### src/rtl/prod_pkg.sv
// Shared types and cycle budgets for the program-3 product engine.
package prod_pkg;

   typedef enum logic [2:0] {
      IDLE,
      READ,
      MUL,
      WRITE,
      FIN
   } state_t;

   localparam int CYC_READ     = 5;
   localparam int CYC_MUL      = 16;
   localparam int CYC_WRITE    = 4;
   localparam int CYC_PER_PAIR = CYC_READ + CYC_MUL + CYC_WRITE;

endpackage

### src/rtl/shift_add_mul16.sv
// Sequential 16x16 unsigned shift-add multiplier; one multiplier bit (LSB first) per cycle.
module shift_add_mul16
   import prod_pkg::*;
(
   input  logic        Clk,
   input  logic        Reset,
   input  logic        Load,
   input  logic [15:0] A,
   input  logic [15:0] B,
   output logic [31:0] Prod,
   output logic        Busy
);

   logic [31:0] mcand;
   logic [15:0] mplier;
   logic [4:0]  cnt;

   // NOTE: sequential state uses non-blocking assignments so every register samples pre-edge values.
   always_ff @(posedge Clk) begin
      if (Reset) begin
         mcand  <= '0;
         mplier <= '0;
         cnt    <= '0;
         Prod   <= '0;
      end else if (Load) begin
         mcand  <= {16'd0, A};
         mplier <= B;
         cnt    <= 5'(CYC_MUL);
         Prod   <= '0;
      end else if (cnt != 5'd0) begin
         if (mplier[0])
            Prod <= Prod + mcand;
         mcand  <= mcand << 1;
         mplier <= mplier >> 1;
         cnt    <= cnt - 5'd1;
      end
   end

   assign Busy = (cnt != 5'd0);

endmodule

### src/rtl/prod_mem_engine.sv
// Reads NUM_PAIRS big-endian 16-bit operand pairs, multiplies each, writes 32-bit products back.
module prod_mem_engine
   import prod_pkg::*;
#(
   parameter int BASE_IN   = 0,
   parameter int BASE_OUT  = 64,
   parameter int NUM_PAIRS = 16,
   parameter int MEM_AW    = 8
)
(
   input  logic              Clk,
   input  logic              Reset,
   output logic              Done,
   output logic [MEM_AW-1:0] MemAddr,
   input  logic [7:0]        MemRdData,
   output logic [7:0]        MemWrData,
   output logic              MemWrEn
);

   localparam int PW = (NUM_PAIRS > 1) ? $clog2(NUM_PAIRS) : 1;

   state_t            state, state_next;
   logic [4:0]        cyc, cyc_next;
   logic [PW-1:0]     pair, pair_next;
   logic [7:0]        a_hi, a_lo, b_hi;
   logic              mul_load, mul_busy;
   logic [31:0]       prod;
   logic [MEM_AW-1:0] pair_base;

   assign pair_base = MEM_AW'({pair, 2'b00});

   always_ff @(posedge Clk) begin
      if (Reset) begin
         state <= IDLE;
         cyc   <= '0;
         pair  <= '0;
         a_hi  <= '0;
         a_lo  <= '0;
         b_hi  <= '0;
         Done  <= 1'b0;
      end else begin
         state <= state_next;
         cyc   <= cyc_next;
         pair  <= pair_next;
         Done  <= (state == FIN);
         // Registered memory: the byte addressed in cycle k arrives in cycle k+1.
         if (state == READ) begin
            case (cyc)
               5'd1:    a_hi <= MemRdData;
               5'd2:    a_lo <= MemRdData;
               5'd3:    b_hi <= MemRdData;
               default: ;
            endcase
         end
      end
   end

   // NOTE: every output of this block gets a default first, so no path can infer a latch.
   always_comb begin
      state_next = state;
      cyc_next   = cyc + 5'd1;
      pair_next  = pair;
      mul_load   = 1'b0;
      MemAddr    = '0;
      MemWrData  = '0;
      MemWrEn    = 1'b0;
      unique case (state)
         IDLE: begin
            state_next = READ;
            cyc_next   = '0;
         end
         READ: begin
            MemAddr = MEM_AW'(BASE_IN) + pair_base + MEM_AW'(cyc);
            if (cyc == 5'(CYC_READ - 1)) begin
               mul_load   = 1'b1;
               state_next = MUL;
               cyc_next   = '0;
            end
         end
         MUL: begin
            if (cyc == 5'(CYC_MUL - 1)) begin
               state_next = WRITE;
               cyc_next   = '0;
            end
         end
         WRITE: begin
            MemAddr = MEM_AW'(BASE_OUT) + pair_base + MEM_AW'(cyc);
            MemWrEn = ~mul_busy;
            case (cyc[1:0])
               2'd0:    MemWrData = prod[31:24];
               2'd1:    MemWrData = prod[23:16];
               2'd2:    MemWrData = prod[15:8];
               default: MemWrData = prod[7:0];
            endcase
            if (cyc == 5'(CYC_WRITE - 1)) begin
               cyc_next = '0;
               if (pair == PW'(NUM_PAIRS - 1)) begin
                  state_next = FIN;
               end else begin
                  pair_next  = pair + PW'(1);
                  state_next = READ;
               end
            end
         end
         FIN: begin
            cyc_next = cyc;
         end
         default: begin
            state_next = IDLE;
            cyc_next   = '0;
         end
      endcase
   end

   // The final operand byte feeds the multiplier straight from the read port.
   shift_add_mul16 u_mul (
      .Clk   (Clk),
      .Reset (Reset),
      .Load  (mul_load),
      .A     ({a_hi, a_lo}),
      .B     ({b_hi, MemRdData}),
      .Prod  (prod),
      .Busy  (mul_busy)
   );

endmodule

### config.mk
export PLATFORM = sky130hd
export DESIGN_NAME = prod_mem_engine
export DESIGN_NICKNAME = d
export VERILOG_FILES = /design/src/rtl/prod_pkg.sv /design/src/rtl/shift_add_mul16.sv /design/src/rtl/prod_mem_engine.sv
export SDC_FILE = /design/constraint.sdc
export NUM_CORES = 1
export LEC_CHECK = 0
export ABC_AREA = 1
export CAP_MARGIN = 40
export CORE_UTILIZATION = 45
export CTS_CLUSTER_SIZE = 24
export DETAILED_ROUTE_END_ITERATION = 6
export GPL_TIMING_DRIVEN = 0
export HOLD_SLACK_MARGIN = 0.12
export PLACE_DENSITY = 0.67
export REMOVE_ABC_BUFFERS = 1
export SYNTH_ARGS = -nofsm -noshare
export SYNTH_HDL_FRONTEND = slang
export SYNTH_SLANG_ARGS = --single-unit
### constraint.sdc
create_clock -name Clk -period 2.5 [get_ports Clk]
set_input_delay 0.375 -clock Clk [delete_from_list [all_inputs] [get_ports Clk]]
set_output_delay 0.375 -clock Clk [all_outputs]
set_load 0.03 [all_outputs]
==> metrics <==
status complete, no violations; worst reg2reg setup slack 0.24 ns; placed instance area 8110 sq um; Syn Area/Cell 6.31 sq um; Initial Util 46.1%; Area Growth Syn to Fin 15.3%; Post-DP HPWL 14700 um; clock buffer depth 2; Final Max Tran Viols 0; GP Congestion 0.947; Post-Syn Area 7640 sq um; first-pass GRT wire length 32300 um; Detail Route Antenna Nets 0; worst vdd ir 509 uV; crit path kind register to primary output; Final Critical Period 2.41 ns; die height 132 um; routed len/inst 13.8 um; Max-Cap Viols 0; Num CTS Buffers 17; vias in the first global route 6570; gr usage total 23.3%; drc violations 0; Async S/R FF share, synth 0%; Remaining Overflow, GRT 0; worst min-delay path class register to register; Hold-fix buffers, CTS 0; Power per Cell Area 620 nW/um^2; Critical Path Source cyc[0]$_SDFFE_PP0N_; Worst slew margin 53.2%; routed wire length 20000 um; drt first-iter violations 465; FF+latch count, synth 122; EDFF count, synth 0; antenna violations before repair 0; final setup vio count 0; Critical Path RT 2.12 ns; number of distinct library cells after synthesis 40; Design Area, Final 8810 sq um; Worst Tran Pin Value 0.700 ns; Max Fclk 415 MHz; TritonCTS clock tree yes; Hold Slack 0.468 ns; sequential area share after synthesis 32.0%; r2r worst-path depth 12; Root Buffer clkbuf_16; Tcrit/Tclk final 96.5%; largest net degree at the start of global routing 50; Clock Latency Late Sink 0.43 ns; crit path DAT 2.04 ns; Most used DFF post-synth dfxtp_1; layout cell share with drive strength beyond 1 7.44%; total number of vias 7313; Yosys Warn Count 0; core area 16600 sq um; fill count 1675; row count 47; full die area 17500 sq um; clk slew on worst S/H paths 0.07 ns; Clock Sinks 122; Final Hold Viols 0; P_leak 4.15 nW; crit path max fanout 11; H-tree Lvls 4; Reg-to-Reg Start u_mul.cnt[0]$_SDFFE_PP0P_; critical path startpoint category register; First-pass DRT Iterations 5; FF-to-FF End u_mul.Prod[16]$_SDFFE_PP0P_; cell count after synthesis 1211; Vias/cell 5.02; I/O pins 28; crit end category primary output; Antenna diodes 0; # port buffers 27; # nets final 1279; Critical Path Sink MemWrData[0]; die width 132 um; clock skew 0.0125 ns
## metal layers
layer | track usage (%) | up-vias | wire (um)
li1 | - | 3862 | -
met3 | 4.73 | 28 | 754
met5 | 0 | - | 0
met4 | 7.47 | 0 | 368
met1 | 30.4 | 3306 | 9680
met2 | 38.3 | 117 | 9230
## state kept, by name, summed over array words and instances (netlist names), 5 cells and up
name,count
u_mul.Prod,32
u_mul.mcand,32
u_mul.mplier,16
a_hi,8
a_lo,8
b_hi,8
cyc,5
u_mul.cnt,5
## layout make-up
type	instances	area [sq um]	share of cell area [%]
Multi-Input combinational cell	862	4380	49.7
Timing Repair Buffer	35	413	4.68
Tap cell	220	275	3.12
Clock inverter	15	179	2.03
Sequential cell	122	2450	27.8
Inverter	185	697	7.91
Clock buffer	17	425	4.83
## kinds of logic after synthesis
kind of cell	Yosys count	synth area share, %
XOR/XNOR	18	2.06
flip-flops	122	32.0
AO/OA/AOI/OAI	223	15.8
adder cells (fa/ha/maj)	46	7.73
AND/OR/NAND/NOR	574	30.3
buffers and inverters	228	12.1
## critical path, cell delays in order (launching register included)
cell	delay (ns)
dfxtp_1	0.41
inv_2	0.20
ha_4	0.27
nand2_1	0.09
a31oi_1	0.29
clkdlybuf4s15_2	0.35
## placed cells by master, fill, tap and decap left out, types with 4 or more instances in the layout
cell             instances
o21ai_1                 11
nand4_1                  7
o21ai_0                 65
inv_2                    6
inv_1                  178
xnor2_1                  9
nor2_1                 118
inv_6                    5
clkbuf_16               17
xor2_1                   9
nor3_1                  10
nand2_1                365
nand3_1                 51
dfxtp_1                118
nor2_2                   8
clkdlybuf4s50_1         10
dfxtp_2                  4
inv_8                    4
dlygate4sd2_1            5
ha_1                    40
a31oi_1                 32
clkdlybuf4s15_2          7
a21oi_1                100
ha_4                     4
## cells in the mapped netlist, drive strengths merged (2+ instances only)
library cell  count  area share [%]
buf              28             2.3
inv             185             9.1
dfxtp           122              32
nor2            127             6.5
o21bai            3            0.29
a21oi           103             6.9
a31oi            32             2.6
nor3             11            0.87
or2               3            0.25
and2              3            0.25
o21ai            78             5.2
nand3            51             3.3
nand4             8            0.74
xor2              9             1.0
ha               44             7.2
nand2           370              18
clkbuf           15            0.75
xnor2             9             1.0
o22ai             3            0.25
fa                2            0.52
## timing repair
item	in CTS	in global routing
endpoints found under the hold margin	0	0
pin swaps	0	2
gates resized for setup	52	19
gates cloned	0	1
setup buffers	0	2
setup endpoints to repair	52	46
## worst min path at each step
stage / from / end / cells past startpoint
2_1_floorplan: a_lo[0]$_SDFFE_PP0P_ / a_lo[0]$_SDFFE_PP0P_ / 2
4_1_cts: u_mul.mplier[14]$_SDFFE_PP0P_ / u_mul.mplier[14]$_SDFFE_PP0P_ / 2
3_5_place_dp: u_mul.mplier[13]$_SDFFE_PP0P_ / u_mul.mplier[13]$_SDFFE_PP0P_ / 2
6_report: u_mul.mplier[11]$_SDFFE_PP0P_ / u_mul.mplier[11]$_SDFFE_PP0P_ / 2
3_3_place_gp: u_mul.mplier[13]$_SDFFE_PP0P_ / u_mul.mplier[13]$_SDFFE_PP0P_ / 2
5_1_grt: u_mul.mplier[14]$_SDFFE_PP0P_ / u_mul.mplier[14]$_SDFFE_PP0P_ / 2
## metrics by stage
stage	power (mW)	cells	util, %	worst slack (ns)	TNS, ns
6_report	5.46	1456	53.1	0.0878	0
4_1_cts	5.49	1453	52.7	-0.00920	-0.00920
3_3_place_gp	2.77	1415	48.0	-2.57	-170.05
3_5_place_dp	2.92	1421	48.9	-0.384	-10.57
5_1_grt	5.67	1456	53.1	-0.00544	-0.00689
2_1_floorplan	2.54	1168	-	-1.00	-43.49
## report_power, final
| group | switching [mW] | internal, mW |
|---|---|---|
| clock network | 1.05 | 1.51 |
| logic | 0.598 | 0.291 |
| registers | 0.0333 | 1.99 |
| total | 1.68 | 3.79 |
Power figures use the tool's default switching activity.
==> variant, RTL diff (config.mk and constraints unchanged) <==
The parameter `NUM_PAIRS` goes from 16 to 32. Comments in the files are not updated.
--- a/src/rtl/prod_mem_engine.sv
+++ b/src/rtl/prod_mem_engine.sv
@@ -4,7 +4,7 @@
 #(
    parameter int BASE_IN   = 0,
    parameter int BASE_OUT  = 64,
-   parameter int NUM_PAIRS = 16,
+   parameter int NUM_PAIRS = 32,
    parameter int MEM_AW    = 8
 )
 (
Formal check against the unedited RTL: same outputs for any inputs over 10 cycles, from zero or initial values and one cycle with Reset high; that may be too few to reach the edited logic, so the function may still have changed.
==> variant against the unedited design <==
- the flow now finishes with violations (negative setup slack)
- cell count up 0.62%
- sequential cell count rose by 1
- count of clock-buffer cells in the layout up 2
- power up 13%
- critical path type unchanged
- sequential power grew 6%
- worst setup slack got worse by 0.16 ns
- hold slack worse by 0.0092 ns
- final area fell by 0.44%
- critical endpoint is now MemAddr[6]
- wire length up 3.6%
- area after synthesis rose by 0.62%
- combinational power up 94%
- global-route usage grew 1.1 points
==> variant: results (changes against the unedited design) <==
* Syn Inst Count at 1,215 (+0.33%)
* DR iter-0 viols at 476 (+2.4%)
* VDD IR max at 488 µV (-4.1%)
* Layout cells sized above 1 at 7.47% (+0.027 points)
* Fin cells at 1,465 (+0.62%)
* FF-to-FF End: u_mul.mcand[14]$_SDFFE_PP0P_
* Setup TNS at -0.0719 ns (-0.0719 ns)
* Final setup fails at 1 (+1)
* List of most frequent post-synthesis cells: nand2_1, inv_1, nor2_1
* Nets at 1,288 (+0.70%)
* Worst setup path start: cyc[2]$_SDFFE_PP0N_
* Final worst clock skew at 0.00954 ns (-0.00297 ns)
* Post-synthesis sequential area ratio at 32.0% (+0.063 points)
* WL final at 20,800 µm (+3.6%)
* Failing checks: negative setup slack
* Outcome: finished with violations
* R2R Setup Slk at 0.14 ns (-0.10 ns)
* Vias in the first global route at 6,873 (+4.6%)
* Setup ws final at -0.0719 ns (-0.160 ns)
* WHS Endpoint: a_lo[1]$_SDFFE_PP0P_
* Arr. time, crit path at 2.20 ns (+0.16 ns)
* Tot GR Track Use at 24.4% (+1.1 points)
* Vias post-DR at 7,494 (+2.5%)
* Placed insts at 1,423 (+0.14%)
* Yosys cell types at 43 (+7.5%)
[variant: cell count changes after synthesis, moves of 4 or more]
cell	delta
a31oi_1	-10
nor2_1	+15
nor2_2	-7
o21ai_0	-12
nor2_4	+4
nor3_1	-4
o21ai_1	-4
buf_2	+6
nand2_1	-12
a21oi_1	+21
nand3_1	+11
[variant: cell type report]
cell class / instances / area, µm²
Clock buffer: 19 / 433
Clock inverter: 13 / 108
Fill cell: 1680 / 7870
Inverter: 187 / 724
Multi-Input combinational cell: 863 / 4390
Sequential cell: 123 / 2470
Tap cell: 220 / 275
Timing Repair Buffer: 40 / 372
[variant: power by group]
group / internal, µW / switching (µW)
registers: 2050 / 87.3
logic: 547 / 1170
clock network: 1290 / 1030
total: 3890 / 2290
[variant: metal layers]
layer  share of wire, %  track usage [%]
met1                 48             31.8
met2                 46             39.9
met3                4.4             5.17
met4                1.8             8.24
met5                  0                0
[variant: kinds of logic (layout without fill, tap and decap cells)]
logic type	after synthesis	after routing	share of synthesized area [%]
adders and majority gates	46	46	7.68
and+or+nand+nor	581	581	31.2
AOI/OAI and AO/OA	216	216	14.9
DFF	123	123	32.0
xor gates and xnor gates	20	20	2.28
buffers and inverters	229	259	12.0
[variant: worst max-delay path, delay by kind of cell, from the launching register on]
family                   cells  cell delay [ns]
AO/OA/AOI/OAI                2             0.21
buffers and inverters        2             0.23
AND/OR/NAND/NOR              2             0.31
adder cells (fa/ha/maj)      2             0.47
flip-flops                   1             0.35
XOR/XNOR                     1             0.19
[variant: what timing repair did]
action	CTS	global route
hold buffers	0	0
buffers inserted	6	4
endpoints found under the setup margin	67	55
pin swaps	5	5
resized for setup	66	28
